$ cat src/rtl/next_pc_seq_if.sv
// Control/datapath bundle between the LEGv8 control, ALU and the next-PC sequencer.
// master = control side driving branch controls; slave = sequencer.
interface next_pc_seq_if #(
   parameter int WIDTH = 64
);
   logic             Stall;
   logic             Branch;
   logic             BranchNZ;
   logic             ALUZero;
   logic             Uncondbranch;
   logic             Link;
   logic             BranchReg;
   logic             Return;
   logic [WIDTH-1:0] SignExtImm;
   logic [WIDTH-1:0] RegTarget;
   logic [WIDTH-1:0] CurrentPC;
   logic [WIDTH-1:0] NextPC;
   logic             Taken;
   logic             MisalignErr;
   logic             RasEmpty;
   logic             RasFull;

   modport master (
      output Stall, Branch, BranchNZ, ALUZero, Uncondbranch, Link, BranchReg, Return,
             SignExtImm, RegTarget,
      input  CurrentPC, NextPC, Taken, MisalignErr, RasEmpty, RasFull
   );

   modport slave (
      input  Stall, Branch, BranchNZ, ALUZero, Uncondbranch, Link, BranchReg, Return,
             SignExtImm, RegTarget,
      output CurrentPC, NextPC, Taken, MisalignErr, RasEmpty, RasFull
   );
endinterface

$ cat src/rtl/next_pc_seq.sv
// LEGv8 program-counter sequencer: owns the PC and resolves the next fetch address.
// Define PC_SEQ_RAS_EN to build the return-address stack; otherwise RET acts like BR.
module next_pc_seq #(
   parameter int               WIDTH       = 64,
   parameter logic [WIDTH-1:0] RESET_PC    = '0,
   parameter int               INSTR_BYTES = 4,
   parameter int               RAS_DEPTH   = 4
) (
   input logic           CLK,
   input logic           Reset,
   next_pc_seq_if.slave  bus
);

   localparam logic [WIDTH-1:0] LOW_MASK = WIDTH'(INSTR_BYTES - 1);

   logic [WIDTH-1:0] pc;
   logic [WIDTH-1:0] seq_pc;
   logic [WIDTH-1:0] rel_pc;
   logic [WIDTH-1:0] ret_target;
   logic [WIDTH-1:0] target;
   logic             taken;
   logic             cond_taken;
   logic             ras_empty;
   logic             ras_full;

   assign seq_pc     = pc + WIDTH'(INSTR_BYTES);
   assign rel_pc     = pc + bus.SignExtImm;
   assign cond_taken = bus.Branch & (bus.ALUZero ^ bus.BranchNZ);

`ifdef PC_SEQ_RAS_EN
   localparam int PTR_W = (RAS_DEPTH > 1) ? $clog2(RAS_DEPTH) : 1;
   localparam int CNT_W = $clog2(RAS_DEPTH + 1);

   logic [WIDTH-1:0] ras_mem [RAS_DEPTH];
   logic [PTR_W-1:0] ras_ptr;
   logic [PTR_W-1:0] ptr_inc;
   logic [PTR_W-1:0] ptr_dec;
   logic [CNT_W-1:0] ras_cnt;
   logic             push;
   logic             pop;

   assign ras_empty  = (ras_cnt == '0);
   assign ras_full   = (ras_cnt == CNT_W'(RAS_DEPTH));
   assign ptr_inc    = (ras_ptr == PTR_W'(RAS_DEPTH - 1)) ? '0 : ras_ptr + PTR_W'(1);
   assign ptr_dec    = (ras_ptr == '0) ? PTR_W'(RAS_DEPTH - 1) : ras_ptr - PTR_W'(1);
   assign push       = bus.Link & bus.Uncondbranch & ~bus.Stall;
   assign pop        = bus.Return & ~ras_empty & ~bus.Stall;
   assign ret_target = ras_empty ? bus.RegTarget : ras_mem[ras_ptr];

   // ras_ptr always names the top slot; a push when full wraps onto the oldest entry.
   always_ff @(posedge CLK) begin
      if (Reset) begin
         ras_ptr <= '0;
         ras_cnt <= '0;
      end else if (push && pop) begin
         ras_mem[ras_ptr] <= seq_pc;
      end else if (push) begin
         ras_mem[ptr_inc] <= seq_pc;
         ras_ptr          <= ptr_inc;
         if (!ras_full) ras_cnt <= ras_cnt + CNT_W'(1);
      end else if (pop) begin
         ras_ptr <= ptr_dec;
         ras_cnt <= ras_cnt - CNT_W'(1);
      end
   end
`else
   localparam int unused_ras_depth = RAS_DEPTH;
   logic unused_link;

   assign unused_link = bus.Link;
   assign ras_empty   = 1'b1;
   assign ras_full    = 1'b0;
   assign ret_target  = bus.RegTarget;
`endif

   always_comb begin
      target = seq_pc;
      taken  = 1'b0;
      if (bus.Return) begin
         target = ret_target;
         taken  = 1'b1;
      end else if (bus.BranchReg) begin
         target = bus.RegTarget;
         taken  = 1'b1;
      end else if (bus.Uncondbranch || cond_taken) begin
         target = rel_pc;
         taken  = 1'b1;
      end
   end

   always_ff @(posedge CLK) begin
      if (Reset)           pc <= RESET_PC;
      else if (!bus.Stall) pc <= target & ~LOW_MASK;
   end

   assign bus.CurrentPC   = pc;
   assign bus.NextPC      = target & ~LOW_MASK;
   assign bus.Taken       = taken;
   assign bus.MisalignErr = |(target & LOW_MASK);
   assign bus.RasEmpty    = ras_empty;
   assign bus.RasFull     = ras_full;

endmodule

$ cat src/flat_wrapper.sv
// flat-port wrapper written by rule: the top's interface ports become plain ports
module next_pc_seq_flat 
#(
   parameter int               WIDTH       = 64,
   parameter logic [WIDTH-1:0] RESET_PC    = '0,
   parameter int               INSTR_BYTES = 4,
   parameter int               RAS_DEPTH   = 4
)
  (CLK, Reset, bus_Stall, bus_Branch, bus_BranchNZ, bus_ALUZero, bus_Uncondbranch, bus_Link, bus_BranchReg, bus_Return, bus_SignExtImm, bus_RegTarget, bus_CurrentPC, bus_NextPC, bus_Taken, bus_MisalignErr, bus_RasEmpty, bus_RasFull);
  next_pc_seq_if #(.WIDTH(WIDTH)) bus_i ();
  input logic CLK;
  input logic Reset;
  input wire logic [$bits(bus_i.Stall)-1:0] bus_Stall;
  input wire logic [$bits(bus_i.Branch)-1:0] bus_Branch;
  input wire logic [$bits(bus_i.BranchNZ)-1:0] bus_BranchNZ;
  input wire logic [$bits(bus_i.ALUZero)-1:0] bus_ALUZero;
  input wire logic [$bits(bus_i.Uncondbranch)-1:0] bus_Uncondbranch;
  input wire logic [$bits(bus_i.Link)-1:0] bus_Link;
  input wire logic [$bits(bus_i.BranchReg)-1:0] bus_BranchReg;
  input wire logic [$bits(bus_i.Return)-1:0] bus_Return;
  input wire logic [$bits(bus_i.SignExtImm)-1:0] bus_SignExtImm;
  input wire logic [$bits(bus_i.RegTarget)-1:0] bus_RegTarget;
  output wire logic [$bits(bus_i.CurrentPC)-1:0] bus_CurrentPC;
  output wire logic [$bits(bus_i.NextPC)-1:0] bus_NextPC;
  output wire logic [$bits(bus_i.Taken)-1:0] bus_Taken;
  output wire logic [$bits(bus_i.MisalignErr)-1:0] bus_MisalignErr;
  output wire logic [$bits(bus_i.RasEmpty)-1:0] bus_RasEmpty;
  output wire logic [$bits(bus_i.RasFull)-1:0] bus_RasFull;
  assign bus_i.Stall = bus_Stall;
  assign bus_i.Branch = bus_Branch;
  assign bus_i.BranchNZ = bus_BranchNZ;
  assign bus_i.ALUZero = bus_ALUZero;
  assign bus_i.Uncondbranch = bus_Uncondbranch;
  assign bus_i.Link = bus_Link;
  assign bus_i.BranchReg = bus_BranchReg;
  assign bus_i.Return = bus_Return;
  assign bus_i.SignExtImm = bus_SignExtImm;
  assign bus_i.RegTarget = bus_RegTarget;
  assign bus_CurrentPC = bus_i.CurrentPC;
  assign bus_NextPC = bus_i.NextPC;
  assign bus_Taken = bus_i.Taken;
  assign bus_MisalignErr = bus_i.MisalignErr;
  assign bus_RasEmpty = bus_i.RasEmpty;
  assign bus_RasFull = bus_i.RasFull;
  next_pc_seq #(.WIDTH(WIDTH), .RESET_PC(RESET_PC), .INSTR_BYTES(INSTR_BYTES), .RAS_DEPTH(RAS_DEPTH)) u_core (.CLK(CLK), .Reset(Reset), .bus(bus_i));
endmodule
$ cat config.mk
export PLATFORM = sky130hd
export DESIGN_NAME = next_pc_seq_flat
export DESIGN_NICKNAME = d
export VERILOG_FILES = /design/src/rtl/next_pc_seq_if.sv /design/src/rtl/next_pc_seq.sv /design/src/flat_wrapper.sv
export SDC_FILE = /design/constraint.sdc
export NUM_CORES = 1
export LEC_CHECK = 0
export BUFFER_PORTS_ARGS = -buffer_cell sky130_fd_sc_hd__clkbuf_2
export CAP_MARGIN = 25
export CORE_MARGIN = 3
export CORE_UTILIZATION = 48
export DETAILED_ROUTE_END_ITERATION = 10
export GPL_TIMING_DRIVEN = 0
export MAX_ROUTING_LAYER = met4
export PLACE_DENSITY = 0.85
export SYNTH_ARGS = -nofsm -noshare
export SYNTH_HDL_FRONTEND = slang
export SYNTH_SLANG_ARGS = --single-unit
$ cat constraint.sdc
create_clock -name CLK -period 5.9 [get_ports CLK]
set_input_delay 0.295 -clock CLK [delete_from_list [all_inputs] [get_ports CLK]]
set_output_delay 0.295 -clock CLK [all_outputs]
set_load 0.01 [all_outputs]
==> impl_metrics.toml, run 1 <==
[run_status]
status = "finished clean"

[synth]
async_reset_ff_share_pct = 0
synth_cell_types = 66
ys_seq_elements = 62
synth_top_family_by_area = "compound AO/OA/AOI/OAI gates"
synth_ff_type = "dfxtp_1"
synth.yosys.seq_area_share_pct = 17.3
synth_edf_count = 0
synth-simple-area-share_pct = 25.6
syn-instance-count = 1030
synth_area_um2 = 7190
synth_xor_area_share_pct = 7.06
synthMuxAreaShare_pct = 4.54
synth-adder-area-share_pct = 10.9
syn_area_per_cell_um2 = 6.98
ys_warn_count = 0
synth_compound_area_share_pct = 28.7

[clock_tree]
clock-root-buffer = "clkbuf_16"
clkSlewWorstSetupHoldPaths_ps = 60
clk_path_buf_depth = 2
cts_resized = 0
clock_sinks = 62
clk_latency_ps = 350
ctsHoldBuffers = 0
h-tree-depth = 3
post_cts_buffers = 0
cts_tree = "built"
numCtsBuffers = 9

[global_routing]
grt_pass1_vias = 8074
grt_pass1_wl_um = 42000
antenna_found_initial = 0
grt_max_degree = 11
grt_use_total_pct = 32.8
grt-ovfl-total = 0

[timing]
setup_slack_ps = 415
finalHoldViolCount = 0
skew_ps = 9.23
period_share_pct = 93.0
report.final.slew_viol_count = 0
worst_pin_slew_ps = 817
rsz0062_at_grt = "no"
setup_tns_ps = 0
fmax_ghz = 0.182
setup_violations = 0
relSlewSlack_pct = 45.5
period_minus_slack_ps = 5490

[final_layout]
n_antenna_cell = 0
nets = 1507
instances_no_fill = 1496
drive_gt1_share_pct = 22.6
largest_reg_flops = 62
mostFrequentLayoutCells = "clkbuf_2, nand2_1, a21oi_1"
final_common_cell = "clkbuf_2"
stdcell_area_um2 = 9050
synthToLayoutAreaGrowth_pct = 25.9

[place]
place_congestion = 0.953
placedCellCount = 1480
placed_cell_area_um2 = 8750
place_ws_ps = 522
dp_hpwl_um = 22100
io_buffers = 261

[critical_path]
cpPeakStageDelay_ps = 520
required_ps = 5610
end_kind = "primary output"
worst_ep_arrival_time_ps = 5190
worstSetupPathType = "primary input to primary output"
reg2regPathDepth = 12
crit_buf_inv = 4
critPathLaunchType = "primary input"
r2r_end = "u_core.bus.CurrentPC[56]"
worstPathCellList = "clkbuf_2, xor2_1, a21oi_1, buf_4, clkbuf_1, or2_2, ha_1, fa_1, a21oi_1, o211ai_1, nand3b_1, a2111oi_2, o21ai_1, o31ai_4, nand2_1, o31a_1, xor2_1, o21ai_0, clkbuf_2"
crit_family = "compound AO/OA/AOI/OAI gates"
cp_max_fo = 10
r2r_start = "u_core.bus.CurrentPC[2]"
reg2reg_slack_ps = 2090
slowest_stage = "a2111oi_2"

[hold_path]
hold_path.class = "primary input to register"
min_to = "u_core.bus.CurrentPC[48]"
min_path_cells = 4
hold_start = "bus_RegTarget[48]"

[pwr]
peakVddDrop_mv = 0.145
power_density_nw_per_um2 = 201
leakagePower_nw = 4.50

[drt]
drc = 0
antenna_left = 0
vias = 8639
via_per_inst = 5.77
drt_iter0_markers = 853
detail_route.wl_per_cell_um = 18.4
wirelength_um = 27600
dr.pass1.iters = 5

[die]
core_um2 = 14600
die_y_um = 128
row_count = 44
io_pins = 270
die_w_um = 128
start_util_pct = 49.3
die-area_um2 = 16500

[flow_run]
drv_cap = 0
where the power goes:
group | switching, mW | total (mW) | internal [mW]
registers | 0.0316 | 0.482 | 0.451
clock network | 0.215 | 0.565 | 0.350
logic | 0.473 | 0.772 | 0.299
metrics by stage:
step | hold slack, ps | utilization [%] | total power, mW
4_1_cts | 276 | 62.1 | 1.81
3_5_place_dp | 490 | 60.0 | 1.25
2_1_floorplan | 502 | - | 0.981
6_report | 284 | 62.1 | 1.82
3_3_place_gp | 479 | 59.9 | 1.24
5_1_grt | 297 | 62.1 | 1.91
Yosys cell counts, drive strengths merged, types with 24 or more instances:
cell type	n	area [um^2]
nor2	84	315
nor2b	70	438
nand2	145	544
a21oi	100	504
inv	33	124
o21ai	86	430
mux2i	30	300
ha	61	763
a21o	34	255
dfxtp	62	1240
nand4	24	150
xnor2	39	342
clkbuf	60	225
worst max path at each step:
| stage | startpoint | endpoint | depth (start not counted) |
|---|---|---|---|
| floorplan | bus_BranchNZ | bus_NextPC[62] | 16 |
| global placement | bus_BranchNZ | bus_NextPC[62] | 18 |
| detailed placement | bus_BranchNZ | bus_NextPC[62] | 19 |
| CTS | bus_BranchNZ | bus_NextPC[62] | 19 |
| global route | bus_BranchNZ | bus_NextPC[62] | 19 |
| finish | bus_BranchNZ | bus_NextPC[62] | 19 |
metal layers:
layer	GRT usage, %	vias to the layer above	wire (um)
met3	6.85	47	2500
met1	41.5	3946	11500
met4	7.93	0	503
met2	53.9	448	13100
li1	-	4198	-
met5	-	-	0
cell families (layout without fill, tap and decap cells):
logic type               after synthesis  after routing
AO/OA/AOI/OAI                        321            321
XOR/XNOR                              58             58
adder cells (fa/ha/maj)               62             62
buffers and inverters                105            383
flip-flops                            62             62
multiplexers                          32             32
other                                  2              6
AND/OR/NAND/NOR                      388            388
cell type report:
cell class | count | area [um^2]
Inverter | 33 | 124
Buffer | 72 | 300
Clock inverter | 3 | 42.5
Timing Repair Buffer | 262 | 1310
Sequential cell | 62 | 1240
Multi-Input combinational cell | 867 | 5540
Fill cell | 1334 | 5540
Tap cell | 184 | 230
Clock buffer | 13 | 260
worst min-delay path, delay by kind of cell:
kind	cells	cell delay [ps]
simple gates	1	30
buf+inv	1	80
compound gates	2	200
(Power assumes the default switching activity.)
==> inputs of run 2 (changes only) <==
- CORE_ASPECT_RATIO: not set -> 2
- clock period: 5.9 -> 6.55 ns (I/O delays scaled with it)
==> run 2 against run 1 <==
Global-route usage rose by 3.2 points. Wire length rose by 9.3%. Sequential power fell by 9.5%. Register-to-register slack improved by 630 ps. Critical endpoint is now bus_NextPC[52].
==> impl_metrics.toml, run 2 (synthesized netlist as in run 1, its figures left out) <==
[final_layout]
largest_reg_flops = 62
final_common_cell = "clkbuf_2"
fill_cells = 1418
drive_gt1_share_pct = 22.6
seqCellArea_um2 = 1240
multi_input_area_um2 = 5540
mostFrequentLayoutCells = "clkbuf_2, nand2_1, a21oi_1"
nets = 1507
synthToLayoutAreaGrowth_pct = 26.3

[global_routing]
grt_use_total_pct = 36.0
grt-ovfl-total = 0
grt_max_degree = 11
grt_pass1_vias = 8809
antenna_found_initial = 0
grt_pass1_wl_um = 44800

[critical_path]
worstPathCellList = "clkbuf_2, xor2_1, a21oi_1, buf_4, clkbuf_1, or2_2, ha_1, fa_1, a21oi_1, o211ai_1, nand3b_1, a2111oi_2, nor2_1, o21ai_1, a31o_1, a21oi_1, mux2i_1, nand2_1, clkbuf_2"
crit_buf_inv = 4
reg2regPathDepth = 12
required_ps = 6220
crit_family = "compound AO/OA/AOI/OAI gates"
worst_ep_arrival_time_ps = 5100
reg2reg_slack_ps = 2720
cpPeakStageDelay_ps = 530
worstSetupPathType = "primary input to primary output"
critPathLaunchType = "primary input"
end_kind = "primary output"
cp_num_cells = 19
path_common_cell = "a21oi_1"
cp_max_fo = 10
slowest_stage = "a2111oi_2"

[clock_tree]
clock_sinks = 62
clkSlewWorstSetupHoldPaths_ps = 60
clk_latency_ps = 340
numCtsBuffers = 9
ctsHoldBuffers = 0
post_cts_buffers = 0
clock-root-buffer = "clkbuf_16"
cts_resized = 0
clk_path_buf_depth = 2
h-tree-depth = 3
cts_tree = "built"

[timing]
setup_tns_ps = 0
finalHoldViolCount = 0
skew_ps = 4.19
setup_violations = 0
fmax_ghz = 0.184
relSlewSlack_pct = 42.3
rsz0062_at_grt = "no"
period_share_pct = 82.8
period_minus_slack_ps = 5420
worst_pin_slew_ps = 865
report.final.slew_viol_count = 0

[hold_path]
min_path_cells = 3
hold_path.class = "primary input to register"

[drt]
vias = 8917
dr.pass1.iters = 7
via_per_inst = 5.92
antenna_left = 0
detail_route.wl_per_cell_um = 20.0
drt_iter0_markers = 602
drc = 0
wirelength_um = 30100

[run_status]
status = "finished clean"

[pwr]
power_density_nw_per_um2 = 186
leakagePower_nw = 4.51
totalPowerFinal_mw = 1.69
peakVddDrop_mv = 0.146

[die]
die-area_um2 = 16600
io_pins = 270
core_um2 = 14500
row_count = 62
die_y_um = 179
die_w_um = 92.6
start_util_pct = 49.6

[place]
io_buffers = 261
dp_hpwl_um = 24700
place_congestion = 1.04

[flow_run]
drv_cap = 0
## run 2: changes by cell type in the layout (fill, tap and decap cells not counted)
cell | before | now
clkinv_2 | 1 | 2
clkbuf_8 | 2 | 1
diode_2 | 0 | 1
bufinv_16 | 1 | 2
clkinvlp_4 | 1 | 0
## run 2: power by group
group	internal, mW	switching, mW
Clock	0.343	0.197
Combinational	0.270	0.439
Sequential	0.406	0.0297
## run 2: area by class of cell
cell class / count / share of cell area [%]
clock buffers: 12 / 2.71
plain buffers: 72 / 3.31
multi-input cells: 867 / 61.0
diodes: 1 / 0.0276
clock inverters: 4 / 0.772
well taps: 192 / 2.65
repair buffers: 262 / 14.5
flip-flops and latches: 62 / 13.7
inverters: 33 / 1.36
## run 2: final timing paths
kind	from	endpoint
worst max-delay path	bus_BranchNZ	bus_NextPC[52]
worst min-delay path	bus_RegTarget[54]	u_core.bus.CurrentPC[54]
worst max register to register	u_core.bus.CurrentPC[2]	u_core.bus.CurrentPC[52]
worst min register to register	u_core.bus.CurrentPC[6]	u_core.bus.CurrentPC[6]
## run 2: per-stage QoR
stage	cells	area [um^2]	hold WS [ps]	setup slack [ps]	util [%]
2_1_floorplan	1034	7210	502	2390	-
3_3_place_gp	1487	8750	487	898	60.3
3_5_place_dp	1488	8760	492	1310	60.4
4_1_cts	1504	9080	319	1290	62.6
5_1_grt	1504	9080	336	965	62.6
6_report	1505	9080	328	1130	62.6
## run 2: tightest hold or removal path, stage by stage
cell and delay [ps]:
clkbuf_2 90, a21oi_1 120, a221oi_1 80
## run 2: layer usage
metal	track usage, %	vias to the layer above	part of all wire [%]
met4	25.9	0	8.0
met1	33.1	4088	32
met5	-	-	0
met2	66.5	475	53
met3	5.42	148	7.0
li1	-	4206	-
==> inputs of run 3 (changes only) <==
- ABC_AREA: not set -> 1
- PLACE_DENSITY: 0.85 -> 0.82
- clock period: 6.55 -> 5 ns (I/O delays scaled with it)
==> run 3 against run 2 <==
Cell area up 24%. Synthesized area increased by 30%. Critical endpoint is now bus_NextPC[59]. Clock power up 15%. Global-route usage grew 4.0 points. Hold slack got worse by 150 ps. Sequential share of layout area is 2.7 points lower. Sequential cell count unchanged. Total power up 38%. Combinational power increased by 58%. Clock-buffer cell count is 2 lower. Sequential power increased by 32%. Critical path depth grew 1. Critical path type unchanged.
==> impl_metrics.toml, run 3 <==
[critical_path]
critPathLaunchType = "primary input"
cpPeakStageDelay_ps = 540
cp_max_fo = 10
end_kind = "primary output"
required_ps = 4750
worstSetupPathType = "primary input to primary output"
slowest_stage = "a21oi_1"
worstPathCellList = "clkbuf_2, or2_2, nand3_1, nand2_1, inv_2, clkbuf_1, nor2_1, ha_1, nand2_1, nand2_1, a21oi_1, nor2_1, nor2_1, nand2_1, a21oi_1, nand2_1, nand2_1, nand3_1, nand2_1, clkbuf_2"
reg2reg_slack_ps = 2260
path_common_cell = "nand2_1"
worst_ep_arrival_time_ps = 3890

[place]
dp_hpwl_um = 36500
io_buffers = 262
place_ws_ps = 1060
place_congestion = 1.04

[clock_tree]
post_cts_buffers = 0
numCtsBuffers = 9
clk_path_buf_depth = 2
clk_latency_ps = 360
cts_tree = "built"
cts_resized = 0
h-tree-depth = 3
clock-root-buffer = "clkbuf_16"
clock_sinks = 62
clkSlewWorstSetupHoldPaths_ps = 60
ctsHoldBuffers = 0

[synth]
async_reset_ff_share_pct = 0
synth_area_um2 = 9370
synth.yosys.seq_area_share_pct = 13.2
synthTopCellsByCount = "nand2_1, inv_1, nor2_1, nand3_1, a21oi_1"
syn-instance-count = 1846
synthTopCellsByArea = "nand2_1, inv_1, dfxtp_1, ha_1, nor2_1"
ys_warn_count = 0
synth_largest_area_cell = "nand2_1"
synth_edf_count = 0
ys_seq_elements = 62
synth_top_area_share_pct = 26.0
synth.most_common_cell = "nand2_1"
syn_area_per_cell_um2 = 5.08
synth_ff_type = "dfxtp_1"
synth_cell_types = 36

[pwr]
peakVddDrop_mv = 0.180
power_density_nw_per_um2 = 206
leakagePower_nw = 7.32

[drt]
drc = 0
antenna_left = 0
wirelength_um = 42100
drt_iter0_markers = 552
detail_route.wl_per_cell_um = 17.7
vias = 11900
via_per_inst = 5.01
dr.pass1.iters = 7

[timing]
period_minus_slack_ps = 4140
skew_ps = 12.2
relSlewSlack_pct = 38.0
worst_pin_slew_ps = 929
finalHoldViolCount = 0
setup_slack_ps = 862
report.final.slew_viol_count = 0
setup_tns_ps = 0
fin_hold_ws_ps = 174
rsz0062_at_grt = "no"
setup_violations = 0
period_share_pct = 82.8
fmax_ghz = 0.242

[final_layout]
final_common_cell = "nand2_1"
nets = 2323
synthToLayoutAreaGrowth_pct = 20.4
drive_gt1_share_pct = 17.7
final_util_pct = 59.3
mostFrequentLayoutCells = "nand2_1, inv_1, clkbuf_2"
largest_reg_flops = 62

[die]
die-area_um2 = 21300
die_y_um = 204
row_count = 71
start_util_pct = 49.3
die_w_um = 105
core_um2 = 19000
io_pins = 270

[global_routing]
grt_pass1_vias = 11800
grt-ovfl-total = 0
grt_max_degree = 11
grt_use_total_pct = 40.0
grt_pass1_wl_um = 62700
antenna_found_initial = 1

[hold_path]
hold_path.class = "primary input to register"

[run_status]
status = "finished clean"

[flow_run]
drv_cap = 0
-- run 3: changes by cell type in the layout (fill, tap and decap cells not counted), moves of 16 or more --
cell | before | now
nand2_1 | 145 | 649
inv_1 | 33 | 428
nor2_1 | 84 | 184
nand3_1 | 4 | 92
nor2b_1 | 70 | 0
a21o_1 | 34 | 0
mux2i_1 | 30 | 0
clkbuf_1 | 62 | 33
nand2_2 | 0 | 19
nor2_2 | 0 | 18
xnor2_1 | 39 | 22
o21ai_0 | 81 | 65
or2_2 | 3 | 19
-- run 3: cell type report --
cell class / count / area, um^2
flip-flops and latches: 62 / 1240
multi-input cells: 1304 / 6300
fillers: 2073 / 7730
well taps: 255 / 319
clock buffers: 10 / 239
inverters: 440 / 1650
diodes: 1 / 2.50
plain buffers: 44 / 194
clock inverters: 4 / 25.0
repair buffers: 262 / 1310
-- run 3: path summary, 6_finish.rpt --
check / startpoint / endpoint / cells after the start
setup / recovery: bus_BranchNZ / bus_NextPC[59] / 20
hold / removal: bus_Stall / u_core.bus.CurrentPC[2] / 3
setup reg to reg: u_core.bus.CurrentPC[53] / u_core.bus.CurrentPC[59] / 13
hold reg to reg: u_core.bus.CurrentPC[25] / u_core.bus.CurrentPC[25] / 2
-- run 3: cells by family (layout without fill, tap and decap cells) --
family,after synthesis,in the layout,share of synthesized area (%)
buffers and inverters,484,760,19.7
adder cells (fa/ha/maj),62,62,8.36
flip-flops,62,62,13.2
AO/OA/AOI/OAI,179,179,10.1
other,2,7,0.0801
XOR/XNOR,28,28,2.62
AND/OR/NAND/NOR,1029,1029,45.9
-- run 3: critical path, delay by kind of cell --
kind,cells,cell delay (ps)
AND/OR/NAND/NOR,13,1540
buffers and inverters,4,970
AO/OA/AOI/OAI,2,710
adder cells (fa/ha/maj),1,410
-- run 3: stage by stage --
| step | cell area, um^2 | instances | power [mW] |
|---|---|---|---|
| floorplan | 9390 | 1850 | 1.28 |
| CTS | 11300 | 2381 | 2.31 |
| global placement | 11000 | 2367 | 1.68 |
| detailed placement | 11000 | 2367 | 1.69 |
| finish | 11300 | 2382 | 2.32 |
| global route | 11300 | 2382 | 2.45 |
-- run 3: per-layer routing --
metal / share of wire (%) / GRT usage, %
met1: 31 / 32.9
met2: 53 / 74.3
met3: 4.3 / 4.40
met4: 12 / 39.6
met5: 0 / -
-- run 3: power by group --
group	switching (mW)	internal [mW]
Combinational	0.739	0.384
Clock	0.280	0.342
Sequential	0.0415	0.535
